--- src/rtl/inst_fetch_decode.sv ---
// Instruction fetch/decode stage: owns the PC, fetches over a req/ack handshake,
// holds the word in an instruction register and presents decoded fields over valid/ready.
module inst_fetch_decode #(
  parameter logic [31:0] RESET_PC = 32'h0000_0000
) (
  input  logic        clk,
  input  logic        reset_n,
  output logic        imem_req,
  output logic [31:0] imem_addr,
  input  logic        imem_ack,
  input  logic [31:0] imem_rdata,
  input  logic        redirect,
  input  logic [31:0] redirect_pc,
  output logic        out_valid,
  input  logic        out_ready,
  output logic [31:0] instr,
  output logic [5:0]  opcode,
  output logic [4:0]  rs,
  output logic [4:0]  rt,
  output logic [4:0]  rd,
  output logic [4:0]  shamt,
  output logic [5:0]  funct,
  output logic [15:0] imm16,
  output logic [25:0] jaddr,
  output logic        ext_sel,
  output logic [31:0] pc_out,
  output logic [31:0] pc_plus4
);

  typedef enum logic [1:0] {
    ST_RST   = 2'd0,
    ST_FETCH = 2'd1,
    ST_HOLD  = 2'd2
  } state_t;

  state_t      state_q, state_d;
  logic [31:0] pc_q, pc_d;
  logic [31:0] addr_q, addr_d;
  logic [31:0] ir_q, ir_d;
  logic [31:0] pc_out_q, pc_out_d;
  logic        squash_q, squash_d;
  logic [31:0] redir_pc;

  assign redir_pc = redirect_pc & ~32'h0000_0003;

  always_ff @(posedge clk or negedge reset_n) begin
    if (!reset_n) begin
      state_q  <= ST_RST;
      pc_q     <= RESET_PC;
      addr_q   <= RESET_PC;
      ir_q     <= 32'h0;
      pc_out_q <= RESET_PC;
      squash_q <= 1'b0;
    end else begin
      state_q  <= state_d;
      pc_q     <= pc_d;
      addr_q   <= addr_d;
      ir_q     <= ir_d;
      pc_out_q <= pc_out_d;
      squash_q <= squash_d;
    end
  end

  // addr_q is the address on the bus; it only follows pc while no request is
  // outstanding, so a redirect during a pending fetch leaves the bus stable.
  always_comb begin
    state_d  = state_q;
    pc_d     = pc_q;
    addr_d   = addr_q;
    ir_d     = ir_q;
    pc_out_d = pc_out_q;
    squash_d = squash_q;
    case (state_q)
      ST_RST: begin
        if (redirect) pc_d = redir_pc;
        addr_d  = pc_d;
        state_d = ST_FETCH;
      end
      ST_FETCH: begin
        if (redirect) begin
          pc_d     = redir_pc;
          squash_d = !imem_ack;
        end else if (imem_ack) begin
          if (squash_q) begin
            squash_d = 1'b0;
          end else begin
            ir_d     = imem_rdata;
            pc_out_d = pc_q;
            state_d  = ST_HOLD;
          end
        end
        if (imem_ack) addr_d = pc_d;
      end
      ST_HOLD: begin
        if (redirect) begin
          pc_d    = redir_pc;
          state_d = ST_FETCH;
        end else if (out_ready) begin
          pc_d    = pc_q + 32'd4;
          state_d = ST_FETCH;
        end
        addr_d = pc_d;
      end
      default: begin
        state_d = ST_RST;
      end
    endcase
  end

  assign imem_req  = (state_q == ST_FETCH);
  assign imem_addr = addr_q;
  assign out_valid = (state_q == ST_HOLD);

  assign instr    = ir_q;
  assign opcode   = ir_q[31:26];
  assign rs       = ir_q[25:21];
  assign rt       = ir_q[20:16];
  assign rd       = ir_q[15:11];
  assign shamt    = ir_q[10:6];
  assign funct    = ir_q[5:0];
  assign imm16    = ir_q[15:0];
  assign jaddr    = ir_q[25:0];
  // ANDI/ORI/XORI/LUI (0x0C..0x0F) share the 4-bit prefix 4'b0011
  assign ext_sel  = (ir_q[31:28] == 4'b0011);
  assign pc_out   = pc_out_q;
  assign pc_plus4 = pc_out_q + 32'd4;

endmodule

--- config.mk ---
export PLATFORM = sky130hd
export DESIGN_NAME = inst_fetch_decode
export DESIGN_NICKNAME = d
export VERILOG_FILES = /design/src/rtl/inst_fetch_decode.sv
export SDC_FILE = /design/constraint.sdc
export NUM_CORES = 1
export LEC_CHECK = 0
export CAP_MARGIN = 20
export CORE_ASPECT_RATIO = 1.75
export CORE_MARGIN = 4
export CORE_UTILIZATION = 41
export DETAILED_ROUTE_END_ITERATION = 7
export HOLD_SLACK_MARGIN = 0.12
export PLACE_DENSITY = 0.81
export SKIP_LAST_GASP = 1
export SLEW_MARGIN = 20
export SYNTH_ARGS = -nofsm -noshare
export SYNTH_HDL_FRONTEND = slang
export SYNTH_SLANG_ARGS = --single-unit
--- constraint.sdc ---
create_clock -name clk -period 1.99 [get_ports clk]
set_input_delay 0.597 -clock clk [delete_from_list [all_inputs] [get_ports clk]]
set_output_delay 0.597 -clock clk [all_outputs]
set_load 0.05 [all_outputs]
==> results.txt <==
- Status: finished, violations left
* CTS tree: done
- The synthesized netlist occupies a cell area of 7550 um^2.
- The final reports fail on setup timing.
- After clock tree synthesis, the clock-pin slew on the worst setup and hold paths is 60 ps.
- Detailed routing inserted a total of 7,245 vias.
* Max Cap Viol: 0
* Core footprint: 18,100 um^2
- Summed over all cells, the static leakage comes to 0.00556 uW.
* Net total in the final layout: 1,161
- Signed area change from the synthesized netlist to the final layout: 65.4%
- Fraction of final layout cells with drive strength greater than 1: 50.0%
- Power density over cell area: 1950 nW/um^2
* Synth Net Count: 853
- Final-report hold violation count: 0
* Inserted Clock Buffers: 17
- Number of antenna violations at the first check in global routing: 0
* RSZ-0062 raised after global routing: yes
- After global routing the overflow that remains totals 0.
* Slack of the critical path: -795 ps
* Die ar.: 20,700 um^2
- Highest clock rate: 0.359 GHz
* Most frequently used flop master after synthesis: sky130_fd_sc_hd__dfrtp_1
- Synthesis inferred 131 register bits.
* Wire length of the first global-routing pass: 40.5 mm
- Counting every sink on the clock net gives 131.
- In the routed design, unresolved DRC markers number 0.
- Top routing layer used: met4
- Cell Count, Final, Fillers Out: 1,337
- At the worst endpoint, the required time is 1390 ps.
- Antenna cell count: 0
* Iteration-0 DRC count of the detailed router: 567
* Detailed-routing iteration count for the pre-antenna-repair pass: 6
* Number of flops mapped to enable cells by yosys: 0
- In this run the tightest slew margin relative to its limit is 70.5%.
* Residual antenna-violating net count after detailed routing: 0
- Counting tap cells, the placed design contains a total of 1,284 instances.
- Once the floorplan was initialized, standard cells occupied 41.8% of the core.
- Final setup skew: 11.9 ps
- Once detailed placement completed, the half-perimeter wirelength came to 20.3 mm.
- After detailed routing, the average wire length per cell comes to 19.6 um.
* Part of the Yosys area used for sequential elements: 43.4%
- Detailed-routing wirelength on met1: 8.59 mm
* Post-synthesis cell count: 782
* Worst Path Max Fanout: 3
- The initialized floorplan defines 65 standard-cell rows.
* Number of distinct library cells after synthesis: 57
- In the global route stage, overall resource usage came out at 24.6%.
- I/O pin count: 274
- The clock passes through at most 2 buffers.
* Fraction of the cycle the final worst path needs: 140%
* Met2 wire length: 14.8 mm
- Power, Total: 24,300 uW
- Routability-driven placement finished with a final weighted congestion of 0.956.
- Worst min path class: reg2reg
- VDD sags by at most 1.77 mV.
- Count of buffers inserted at the top-level ports: 271
- CTS root buf: sky130_fd_sc_hd__clkbuf_16
* Kind of launch point of the worst setup path: flip-flop
- Max-slew violation count: 0
* Yosys warning count: 0
* WS Path Type: reg2out
* Maximum number of pins on one net before global-route repair: 74
* Crit. End Element: primary output
- Async set-or-reset flop fraction in the synthesized netlist: 100%
* Routed wire length: 26.3 mm
* Final Critical Period: 2790 ps
- The floorplan step set the die height to 188 um.
- Setup violations remaining at the end of the flow were counted as 28.
- Ratio of routed vias to standard cells: 5.42
- At the pin with the least slew margin, the transition time is 443 ps.
- Die Width: 111 um
* Via count of the first global-routing pass: 7,538
- CP arrival: 2190 ps
* Post-layout utilization of the core: 69.2%
- Total met3 wirelength after detailed routing: 1.42 mm
* Synthesized area per cell: 9.66 um^2
- Count of H-tree levels built during CTS: 4
- The later pin in the worst-skew pair is clocked with a latency of 420 ps.
synthesized netlist by cell type, types with 2 or more instances:
master	number	area [um^2]
sky130_fd_sc_hd__nand4_1	15	93.8
sky130_fd_sc_hd__mux2i_1	13	130
sky130_fd_sc_hd__o21ai_0	45	225
sky130_fd_sc_hd__ha_1	2	25.0
sky130_fd_sc_hd__nand2b_1	3	18.8
sky130_fd_sc_hd__a221oi_1	5	43.8
sky130_fd_sc_hd__nor3_2	3	30.0
sky130_fd_sc_hd__buf_2	8	40.0
sky130_fd_sc_hd__clkbuf_2	3	15.0
sky130_fd_sc_hd__or3_1	11	68.8
sky130_fd_sc_hd__or2_2	3	18.8
sky130_fd_sc_hd__and4_1	6	52.6
sky130_fd_sc_hd__o31a_1	2	17.5
sky130_fd_sc_hd__o22ai_1	10	62.6
sky130_fd_sc_hd__dfrtp_1	131	3280
sky130_fd_sc_hd__nor2b_1	3	18.8
sky130_fd_sc_hd__nor3_1	24	120
sky130_fd_sc_hd__xnor2_1	30	263
sky130_fd_sc_hd__xor2_1	20	175
sky130_fd_sc_hd__a22oi_1	6	45.0
sky130_fd_sc_hd__nand3_1	39	195
sky130_fd_sc_hd__a211oi_1	7	52.6
sky130_fd_sc_hd__nor3_4	2	32.5
sky130_fd_sc_hd__inv_1	12	45.0
sky130_fd_sc_hd__nor3b_1	2	15.0
sky130_fd_sc_hd__nor4_1	6	37.5
sky130_fd_sc_hd__a31o_2	2	17.5
sky130_fd_sc_hd__nand2_1	64	240
sky130_fd_sc_hd__buf_1	8	30.0
sky130_fd_sc_hd__o21a_1	2	15.0
sky130_fd_sc_hd__and2_1	8	50.1
sky130_fd_sc_hd__or3_4	2	22.5
sky130_fd_sc_hd__nor2_1	43	161
sky130_fd_sc_hd__buf_4	77	578
sky130_fd_sc_hd__and3_1	9	56.3
sky130_fd_sc_hd__clkbuf_1	32	120
sky130_fd_sc_hd__a21oi_1	36	180
sky130_fd_sc_hd__mux2_2	62	698
sky130_fd_sc_hd__o31ai_1	4	30.0
sky130_fd_sc_hd__o2bb2ai_1	5	43.8
cells in the final DEF (no fill, tap or decap), drive strengths merged, types with 3 or more instances in the layout:
cell / synthesis / layout
nand2: 64 / 64
nand4: 17 / 17
o31ai: 4 / 4
a221oi: 5 / 5
and3: 9 / 9
o2bb2ai: 5 / 5
and2: 8 / 8
o22ai: 11 / 11
a211oi: 7 / 7
or2: 3 / 3
clkbuf: 35 / 22
nor3: 29 / 29
mux2: 62 / 62
clkinv: 0 / 6
and4: 6 / 6
inv: 12 / 12
clkinvlp: 0 / 5
a21oi: 36 / 36
nor2b: 3 / 3
a22oi: 6 / 6
dfrtp: 131 / 131
buf: 93 / 350
nor4: 8 / 8
xnor2: 30 / 30
nand3: 39 / 39
nor2: 43 / 43
o21ai: 45 / 45
clkdlybuf4s50: 0 / 63
nand2b: 3 / 3
mux2i: 13 / 13
or3: 13 / 13
xor2: 20 / 20
stage by stage:
step | area, um^2 | hold slack, ps | worst slack [ps] | setup TNS (ps)
finish | 12500 | 487 | -795 | -16400
global route | 12500 | 508 | -887 | -18370
CTS | 12300 | 490 | -821 | -16840
detailed placement | 11400 | 458 | -537 | -32270
global placement | 11400 | 457 | -499 | -28890
floorplan | 8010 | 301 | -747 | -11650
registers in the layout (all words and copies together), names as in the netlist:
name       flops
squash_q       1
pc_out        32
imem_addr     32
instr         32
pc_q          32
state_q        2
what timing repair did:
action / 4_1_cts / 5_1_grt
gates resized for setup: 51 / 29
endpoints found under the setup margin: 48 / 37
pin swaps: 20 / 14
hold buffers: 1 / 0
hold endpoints to repair: 16 / 0
setup buffers: 14 / 11
worst max-delay path: stages (launching register included):
cell                      delay, ps
sky130_fd_sc_hd__dfrtp_2        350
sky130_fd_sc_hd__and4_4         220
sky130_fd_sc_hd__and4_4         230
sky130_fd_sc_hd__nand4_1        210
sky130_fd_sc_hd__buf_4          240
sky130_fd_sc_hd__nor2_4          90
sky130_fd_sc_hd__buf_6          110
sky130_fd_sc_hd__xor2_4         160
sky130_fd_sc_hd__buf_12         150
power breakdown:
group          total [uW]  internal, uW  switching, uW
combinational       16600          6210          10400
sequential           4680          3700            986
clock                2970          1750           1220
path summary, 6_finish.rpt:
kind,startpoint,endpoint,slack [ps],cells after the start
max in group asynchronous,reset_n,pc_q[3],830,3
worst min-delay path,imem_addr[14],imem_addr[14],490,2
worst max register to register,pc_q[2],pc_q[22],10,6
worst min register to register,imem_addr[14],imem_addr[14],490,2
worst max-delay path,pc_out[9],pc_plus4[27],-800,8
min in group asynchronous,reset_n,pc_q[15],590,2
final cells by class:
cell class / count / area, um^2
clock buffer: 20 / 447
clock inverter: 12 / 110
fill: 1341 / 5570
inverter: 12 / 48.8
multi-input combinational: 511 / 4160
sequential: 131 / 3300
tap: 234 / 293
timing repair buffer: 417 / 4130
kinds of logic after synthesis:
logic type	synth area share (%)
and+or+nand+nor	17.5
buffers and inverters	11.0
AOI/OAI and AO/OA	11.1
DFF	43.4
muxes	11.0
xor gates and xnor gates	5.80
adders and majority gates	0.331
metal layers:
metal | GRT usage [%] | up-vias
li1 | - | 3288
met1 | 24.6 | 3517
met2 | 47.8 | 357
met3 | 4.07 | 83
met4 | 12.8 | 0
met5 | 0 | -
Note: power is estimated with default switching activity, not from simulation.
